$ cat config.mk
export PLATFORM = sky130hd
export DESIGN_NAME = wl_pulse_sequencer
export DESIGN_NICKNAME = d
export VERILOG_FILES = /design/src/rtl/wl_seq_pkg.sv /design/src/rtl/wl_idx_fifo.sv /design/src/rtl/wl_pulse_sequencer.sv
export SDC_FILE = /design/constraint.sdc
export NUM_CORES = 1
export LEC_CHECK = 0
export ABC_AREA = 0
export CAP_MARGIN = 20
export CORE_MARGIN = 8
export CORE_UTILIZATION = 50
export DETAILED_ROUTE_END_ITERATION = 8
export GPL_ROUTABILITY_DRIVEN = 0
export PLACE_DENSITY = 0.73
export SLEW_MARGIN = 25
export SYNTH_ARGS = -nofsm -noshare
export SYNTH_HDL_FRONTEND = slang
export SYNTH_SLANG_ARGS = --single-unit
$ cat constraint.sdc
create_clock -name clk -period 5.3 [get_ports clk]
set_clock_uncertainty 0.15 [all_clocks]
set_input_delay 0.53 -clock clk [delete_from_list [all_inputs] [get_ports clk]]
set_output_delay 0.53 -clock clk [all_outputs]
set_load 0.01 [all_outputs]
$ cat src/rtl/wl_seq_pkg.sv
// Shared types and helpers for the wordline pulse sequencer.
// The sequencer handles one-hot grants from a fixed four-wordline encoder.
package wl_seq_pkg;

    localparam int N_WL  = 4;
    localparam int IDX_W = $clog2(N_WL);

    typedef enum logic [1:0] {
        IDLE,
        PULSE,
        GAP
    } wl_seq_state_t;

    function automatic logic is_onehot(input logic [N_WL-1:0] v);
        return (v != '0) && ((v & (v - N_WL'(1))) == '0);
    endfunction

    function automatic logic [IDX_W-1:0] onehot_to_idx(input logic [N_WL-1:0] v);
        logic [IDX_W-1:0] idx;
        idx = '0;
        for (int i = 0; i < N_WL; i++) begin
            if (v[i]) idx = idx | IDX_W'(i);
        end
        return idx;
    endfunction

endpackage

$ cat src/rtl/wl_idx_fifo.sv
// Small synchronous FIFO holding wordline indices.
// Read data is combinational from the head entry.
module wl_idx_fifo #(
    parameter int DEPTH = 4,
    parameter int W     = 2
) (
    input  logic         clk,
    input  logic         rst,
    input  logic         push,
    input  logic [W-1:0] din,
    input  logic         pop,
    output logic [W-1:0] dout,
    output logic         full,
    output logic         empty
);

    localparam int PW = $clog2(DEPTH);

    logic [W-1:0]  mem [DEPTH];
    logic [PW-1:0] wr_ptr;
    logic [PW-1:0] rd_ptr;
    logic [PW:0]   count;
    logic          do_push;
    logic          do_pop;

    assign full    = (count == (PW+1)'(DEPTH));
    assign empty   = (count == '0);
    assign do_pop  = pop && !empty;
    // A push into a full FIFO is only taken when the head leaves on the same edge.
    assign do_push = push && (!full || do_pop);
    assign dout    = mem[rd_ptr];

    always_ff @(posedge clk) begin
        if (do_push) mem[wr_ptr] <= din;
    end

    always_ff @(posedge clk or negedge rst) begin
        if (!rst) begin
            wr_ptr <= '0;
            rd_ptr <= '0;
            count  <= '0;
        end else begin
            if (do_push) wr_ptr <= wr_ptr + PW'(1);
            if (do_pop)  rd_ptr <= rd_ptr + PW'(1);
            case ({do_push, do_pop})
                2'b10:   count <= count + (PW+1)'(1);
                2'b01:   count <= count - (PW+1)'(1);
                default: count <= count;
            endcase
        end
    end

endmodule

$ cat src/rtl/wl_pulse_sequencer.sv
// Queues encoder grants and drives one wordline pulse at a time with enforced gaps.
// Flags malformed grants and queue overflow, and reports stream completion once drained.
module wl_pulse_sequencer
    import wl_seq_pkg::*;
#(
    parameter int FIFO_DEPTH = 4,
    parameter int PULSE_W    = 4,
    parameter int GAP_W      = 2
) (
    input  logic            clk,
    input  logic            rst,
    input  logic [N_WL-1:0] wl_i,
    input  logic            done_i,
    output logic [N_WL-1:0] wl_en,
    output logic            busy,
    output logic            seq_done,
    output logic            err_onehot,
    output logic            overflow,
    output logic [7:0]      pulse_cnt
);

    localparam int CNT_MAX = (PULSE_W > GAP_W) ? PULSE_W : GAP_W;
    localparam int CNT_W   = (CNT_MAX > 1) ? $clog2(CNT_MAX) : 1;

    wl_seq_state_t   state, state_d;
    logic [CNT_W-1:0] cnt, cnt_d;
    logic [N_WL-1:0] wl_en_d;
    logic [7:0]      pulse_cnt_d;
    logic            grant_ok, multi, push, pop;
    logic            full, empty;
    logic [IDX_W-1:0] dout;
    logic            done_q, done_rise, done_pending, seq_done_d;

    assign grant_ok  = is_onehot(wl_i);
    assign multi     = (wl_i != '0) && !grant_ok;
    assign push      = grant_ok && (!full || pop);
    assign done_rise = done_i && !done_q;
    assign busy      = (state != IDLE) || !empty;

    wl_idx_fifo #(
        .DEPTH (FIFO_DEPTH),
        .W     (IDX_W)
    ) u_fifo (
        .clk   (clk),
        .rst   (rst),
        .push  (push),
        .din   (onehot_to_idx(wl_i)),
        .pop   (pop),
        .dout  (dout),
        .full  (full),
        .empty (empty)
    );

    always_comb begin
        state_d     = state;
        cnt_d       = cnt;
        wl_en_d     = wl_en;
        pulse_cnt_d = pulse_cnt;
        pop         = 1'b0;
        case (state)
            IDLE: begin
                if (!empty) begin
                    pop     = 1'b1;
                    wl_en_d = N_WL'(1) << dout;
                    cnt_d   = CNT_W'(PULSE_W - 1);
                    state_d = PULSE;
                end
            end
            PULSE: begin
                if (cnt == '0) begin
                    wl_en_d = '0;
                    cnt_d   = CNT_W'(GAP_W - 1);
                    if (pulse_cnt != 8'hFF) pulse_cnt_d = pulse_cnt + 8'd1;
                    state_d = GAP;
                end else begin
                    cnt_d = cnt - CNT_W'(1);
                end
            end
            GAP: begin
                if (cnt == '0) begin
                    if (!empty) begin
                        pop     = 1'b1;
                        wl_en_d = N_WL'(1) << dout;
                        cnt_d   = CNT_W'(PULSE_W - 1);
                        state_d = PULSE;
                    end else begin
                        state_d = IDLE;
                    end
                end else begin
                    cnt_d = cnt - CNT_W'(1);
                end
            end
            default: begin
                state_d = IDLE;
                wl_en_d = '0;
            end
        endcase
        // Judged on the state being entered, so seq_done lands in the first IDLE cycle.
        seq_done_d = done_pending && (state_d == IDLE) && empty && !push;
    end

    always_ff @(posedge clk or negedge rst) begin
        if (!rst) begin
            state        <= IDLE;
            cnt          <= '0;
            wl_en        <= '0;
            pulse_cnt    <= '0;
            seq_done     <= 1'b0;
            err_onehot   <= 1'b0;
            overflow     <= 1'b0;
            done_q       <= 1'b0;
            done_pending <= 1'b0;
        end else begin
            state      <= state_d;
            cnt        <= cnt_d;
            wl_en      <= wl_en_d;
            pulse_cnt  <= pulse_cnt_d;
            seq_done   <= seq_done_d;
            err_onehot <= err_onehot | multi;
            overflow   <= overflow | (grant_ok && full && !pop);
            done_q     <= done_i;
            if (done_rise)       done_pending <= 1'b1;
            else if (seq_done_d) done_pending <= 1'b0;
        end
    end

endmodule

==> results of run 1 <==
-- cell usage in the layout, fill, tap and decap left out, types with 2 or more instances in the layout --
cell type | Yosys | layout
xor2_1 | 5 | 5
o22ai_1 | 2 | 2
nor3_1 | 3 | 3
nand2_1 | 4 | 4
mux4_2 | 2 | 2
clkbuf_1 | 1 | 2
and2_1 | 7 | 7
o21ai_0 | 5 | 5
dfrtp_1 | 28 | 28
or2_2 | 2 | 2
nand4_1 | 3 | 3
nor2_1 | 12 | 12
xnor2_1 | 9 | 9
clkbuf_8 | 0 | 5
a21oi_1 | 5 | 5
edfxtp_1 | 8 | 8
inv_1 | 15 | 15
and3_1 | 2 | 2
or4b_1 | 2 | 2
ha_1 | 10 | 10
nand3b_1 | 2 | 2
mux2_2 | 5 | 5
clkdlybuf4s50_1 | 0 | 22
-- worst paths after layout --
path                                    start                           end  slack (ns)  depth (start not counted)
setup / recovery                      wl_i[1]   u_fifo.count[2]$_DFFE_PN0P_        2.41                         11
hold / removal               done_q$_DFF_PN0_      done_pending$_DFFE_PN0P_        0.28                          1
setup reg to reg           state[0]$_DFF_PN0_   u_fifo.count[2]$_DFFE_PN0P_        2.51                         11
hold reg to reg              done_q$_DFF_PN0_      done_pending$_DFFE_PN0P_        0.28                          1
max in group asynchronous                 rst  u_fifo.rd_ptr[0]$_DFFE_PN0P_        4.25                          2
min in group asynchronous                 rst          wl_en[1]$_DFFE_PN0P_        0.48                          2
-- through the flow --
step | cell area (um2) | setup slack [ns] | instances | utilization, % | hold WS (ns)
global route | 2210 | 2.26 | 234 | 61.3 | 0.313
floorplan | 1850 | 2.75 | 156 | - | 0.0844
finish | 2210 | 2.41 | 234 | 61.3 | 0.284
CTS | 2210 | 2.42 | 234 | 61.3 | 0.293
global placement | 2130 | 2.18 | 226 | 59.1 | 0.265
detailed placement | 2130 | 2.11 | 226 | 59.1 | 0.286
-- area by class of cell --
class	instances	area share, %
clock buffers	7	3.45
clock inverters	1	0.170
inverters	15	2.55
multi-input cells	104	38.3
flip-flops and latches	36	42.5
well taps	48	2.71
repair buffers	23	10.3
-- state kept, by name, indices dropped and copies added, names as in the netlist, 2 cells and up --
name           cells
wl_en              4
u_fifo.wr_ptr      2
state              2
u_fifo.count       3
pulse_cnt          8
u_fifo.rd_ptr      2
u_fifo.mem         8
cnt                2
-- kinds of logic (layout without fill, tap and decap cells) --
logic type	Yosys count	after routing	share of synthesized area, %
xor gates and xnor gates	14	14	6.64
and+or+nand+nor	43	43	13.1
buffers and inverters	16	46	3.25
AOI/OAI and AO/OA	26	26	10.8
DFF	36	36	50.9
adders and majority gates	12	12	8.40
muxes	9	9	6.84
-- critical path, cell delays in order --
cell and delay (ns):
clkdlybuf4s50_1 0.48, or4b_1 0.54, o311ai_1 0.14, a21boi_4 0.34
inv_1 0.08, ha_1 0.21, inv_1 0.07, fa_1 0.18
xor2_1 0.14, nor2_1 0.06, xor2_1 0.14
-- power by group --
part / leakage (uW) / switching (uW) / internal (uW)
logic: 0.000488 / 277 / 275
registers: 0.000415 / 89.3 / 371
clock network: 0.0000399 / 88.7 / 91.4
-- metal layers --
layer / up-vias / GRT usage [%] / routed length, um
met5: - / 0 / 0
met4: 0 / 5.19 / 59
met3: 10 / 4.78 / 226
met2: 45 / 20.2 / 1580
met1: 592 / 14.2 / 1480
li1: 609 / - / -
==> flow_summary.ini, run 1 <==
[synth]
synth.most_common_cell = dfrtp_1
ys_ff_latch = 36
synth_area_per_cell_um2 = 11.8
synth_cells = 156
synth_top_area_share_pct = 37.9
synth.area.top_cells = dfrtp_1 (38%), edfxtp_1 (13%), ha_1 (6.8%), xnor2_1 (4.3%), inv_1 (3.0%)
async_flop_share_pct = 77.8
syn-cell-area_mm2 = 0.00185
ys_top_cells_by_count = dfrtp_1 (28), inv_1 (15), nor2_1 (12)
yosys.area.top_type = dfrtp_1
synth_nets = 174
synth.yosys.seq_area_share_pct = 50.9
ys_warn_count = 0
synth_flop_cell = dfrtp_1
ys_types = 45
synth_edf_count = 8

[worst_setup_path]
end_kind = flop
cp_data_required_time_ns = 5.32
cp-start-kind = input port
crit_fanout = 7
crit_arrival_ns = 2.90
path_class = input port to flop

[timing]
slew_violations = 0
setup_viol = 0
fmaxAchievable_mhz = 347
fin_crit_ns = 2.89
period_share_pct = 54.5
setup-tns-final_ns = 0
worstMarginPinSlew_ns = 0.424
hold_viol = 0
rsz0062_at_grt = no
slew_headroom_pct = 71.3

[drt]
finalWirelength_um = 3340
via_per_inst = 5.37
vias = 1256
firstDrtPassIters = 4
postRouteAntennaNets = 0
drt-initial-drc-count = 45
routedWlPerCell_um = 14.3
drc = 0

[clocking]
clockRootBuffer = clkbuf_8
postCtsSetupBuffers = 0
cts_max_level = 2
clkSlewWorstSetupHoldPaths_ns = 0.07
cts_buffers = 5
cts_tree = done
clock_latency_ns = 0.28
clkSinkCount = 36
cts_buffer_depth = 2
holdBufCountCts = 0
post_cts_resized = 0

[cells_and_area]
layout-area-overhead-vs-synth_pct = 19.7
multi_input_area_um2 = 847
nFillCells = 296
antenna_cells = 0
regArea_um2 = 941
drive_above_1_share_pct = 11.3
fin_nets = 203

[die]
num_io_pins = 23
coreArea_mm2 = 0.00361
dieWidth_um = 76.8
dieArea_mm2 = 0.00590
die_h_um = 76.8
start_util_pct = 51.2
rows = 22

[grt]
grt.total_usage_pct = 12.4
grt_start_max_net_pins = 29
grt_pass1_vias = 1311
grt_first_pass_wirelength_um = 5980
antenna_found_initial = 0
grt_overflow_total = 0

[outcome]
status = finished, final reports clean

[place]
dp_hpwl_um = 2530
port_buffers = 22

[pwr]
ir_drop_mv = 0.367
leakage_uw = 0.000943
power_density_mw_per_mm2 = 539
finalPower_uw = 1190

[flow_run]
drv_cap = 0

[min_path]
hold_class = flop to flop
No activity file was read; power rests on OpenSTA's default activity.
==> run 2, diff against run 1 <==
- clock period: 5.3 -> 2.87 ns (I/O delays scaled with it)
==> flow_summary.ini, run 2 (same netlist as run 1, synthesis figures left out) <==
[clocking]
cts_buffer_depth = 2
cts_max_level = 2
cts_buffers = 5
clkSlewWorstSetupHoldPaths_ns = 0.07
clock_latency_ns = 0.28
clkSinkCount = 36
clockRootBuffer = clkbuf_8
cts_tree = done

[place]
dp_hpwl_um = 2480
port_buffers = 22

[cells_and_area]
final_cell_mix = dfrtp_1 (28), clkdlybuf4s50_1 (22), inv_1 (15), nor2_1 (12), ha_1 (10)
nFillCells = 295
reg.largest.list = pulse_cnt (8), u_fifo.mem (8), wl_en (4)
layout-area-overhead-vs-synth_pct = 20.3
layout_commonest_cell = dfrtp_1
drive_above_1_share_pct = 12.3
utilization_pct = 61.7
antenna_cells = 0
fin_nets = 204

[drt]
via_per_inst = 5.40
firstDrtPassIters = 4
drc = 0
drt-initial-drc-count = 77
postRouteAntennaNets = 0
routedWlPerCell_um = 14.3
vias = 1269
finalWirelength_um = 3370

[grt]
grt_overflow_total = 0
grt.total_usage_pct = 12.3
grt_start_max_net_pins = 29
grt_first_pass_wirelength_um = 5960
grt_pass1_vias = 1328
antenna_found_initial = 0

[pwr]
power_density_mw_per_mm2 = 997
ir_drop_mv = 0.570
p_switching_uw = 854
p_int_uw = 1360
pwr-share-seq_pct = 38.3
power_frac_comb_pct = 46.6
leakage_uw = 0.000948
p_clk_share_pct = 15.1
power_switching_share_pct = 38.5

[worst_setup_path]
crit_fanout = 6
cp_slowest_cell = or4b_1
end_kind = flop
cp-start-kind = input port
path_cells = clkdlybuf4s50_1, or4b_1, o311ai_1, a21boi_4, inv_1, ha_1, inv_1, fa_1, mux2i_1
slowest_delay_ns = 0.55
path_class = input port to flop
cp_data_required_time_ns = 2.92
crit_arrival_ns = 2.61
critical_path.most_common_cell = inv_1

[timing]
slew_headroom_pct = 69.4
fin_crit_ns = 2.56
period_share_pct = 89.4
hold_viol = 0
worstMarginPinSlew_ns = 0.451
fmaxAchievable_mhz = 390
slew_violations = 0
setup-tns-final_ns = 0
setup_viol = 0
whs_ns = 0.227
rsz0062_at_grt = no

[die]
die_h_um = 76.8
num_io_pins = 23
dieArea_mm2 = 0.00590
dieWidth_um = 76.8
coreArea_mm2 = 0.00361
rows = 22
start_util_pct = 51.2

[flow_run]
drv_cap = 0

[outcome]
status = finished, final reports clean

[min_path]
hold_class = input port to async pin
run 2: changes by cell type in the layout (fill, tap and decap cells not counted), sizes merged:
cell    before  now
clkinv       1    2
buf          1    2
clkbuf       7    6
run 2: cell type report:
class | count | area (um2) | area share (%)
sequential | 36 | 941 | 42.3
multi-input combinational | 104 | 851 | 38.3
timing repair buffer | 24 | 235 | 10.6
clock buffer | 6 | 72.6 | 3.26
tap | 48 | 60.1 | 2.70
inverter | 15 | 56.3 | 2.53
clock inverter | 2 | 7.51 | 0.338
run 2: path summary, 6_finish.rpt:
kind	start	endpoint	slack [ns]	depth (start not counted)
hold / removal	rst	wl_en[2]$_DFFE_PN0P_	0.23	2
setup / recovery	wl_i[1]	u_fifo.count[1]$_DFFE_PN0P_	0.31	9
max in group asynchronous	rst	u_fifo.count[1]$_DFFE_PN0P_	2.07	2
setup reg to reg	state[0]$_DFF_PN0_	u_fifo.count[2]$_DFFE_PN0P_	0.31	10
hold reg to reg	done_q$_DFF_PN0_	done_pending$_DFFE_PN0P_	0.29	1
min in group clk	done_q$_DFF_PN0_	done_pending$_DFFE_PN0P_	0.29	1
run 2: repair_timing:
item                                    in CTS  in global routing
endpoints found under the setup margin       0                  1
hold buffers                                 0                  0
resized for setup                            0                  1
setup buffers                                0                  0
run 2: critical path, delay by kind of cell:
kind            cells  cell delay [ns]
mux                 1             0.15
simple gates        1             0.55
buf+inv             3             0.61
compound gates      2             0.40
fa+ha+maj           2             0.61
run 2: layer usage:
layer | vias up | track usage (%) | routed length [um]
met5 | - | 0 | 0
met4 | 0 | 6.92 | 63
met3 | 5 | 4.66 | 236
met2 | 46 | 19.1 | 1570
met1 | 600 | 14.2 | 1490
li1 | 618 | - | -
run 2: power by group through the flow:
stage | Clock (uW) | Sequential [uW] | Combinational, uW
floorplan | 0 | 846 | 718
global placement | 0 | 844 | 982
detailed placement | 0 | 856 | 1020
CTS | 344 | 848 | 1030
global route | 360 | 880 | 1180
finish | 335 | 849 | 1030
run 2: metrics by stage:
step | total power [uW] | instances | area, um2 | setup WS [ns]
6_report | 2220 | 235 | 2220 | 0.306
4_1_cts | 2230 | 235 | 2220 | 0.193
5_1_grt | 2420 | 235 | 2220 | 0.0563
2_1_floorplan | 1560 | 156 | 1850 | 0.365
3_3_place_gp | 1830 | 227 | 2140 | 0.121
3_5_place_dp | 1880 | 227 | 2140 | 0.00548
==> run 3, diff against run 2 <==
- CTS_CLUSTER_SIZE: unset -> 25
==> results of run 3 <==
Same layout as run 2: the final DEF is identical, and so are final timing and power.
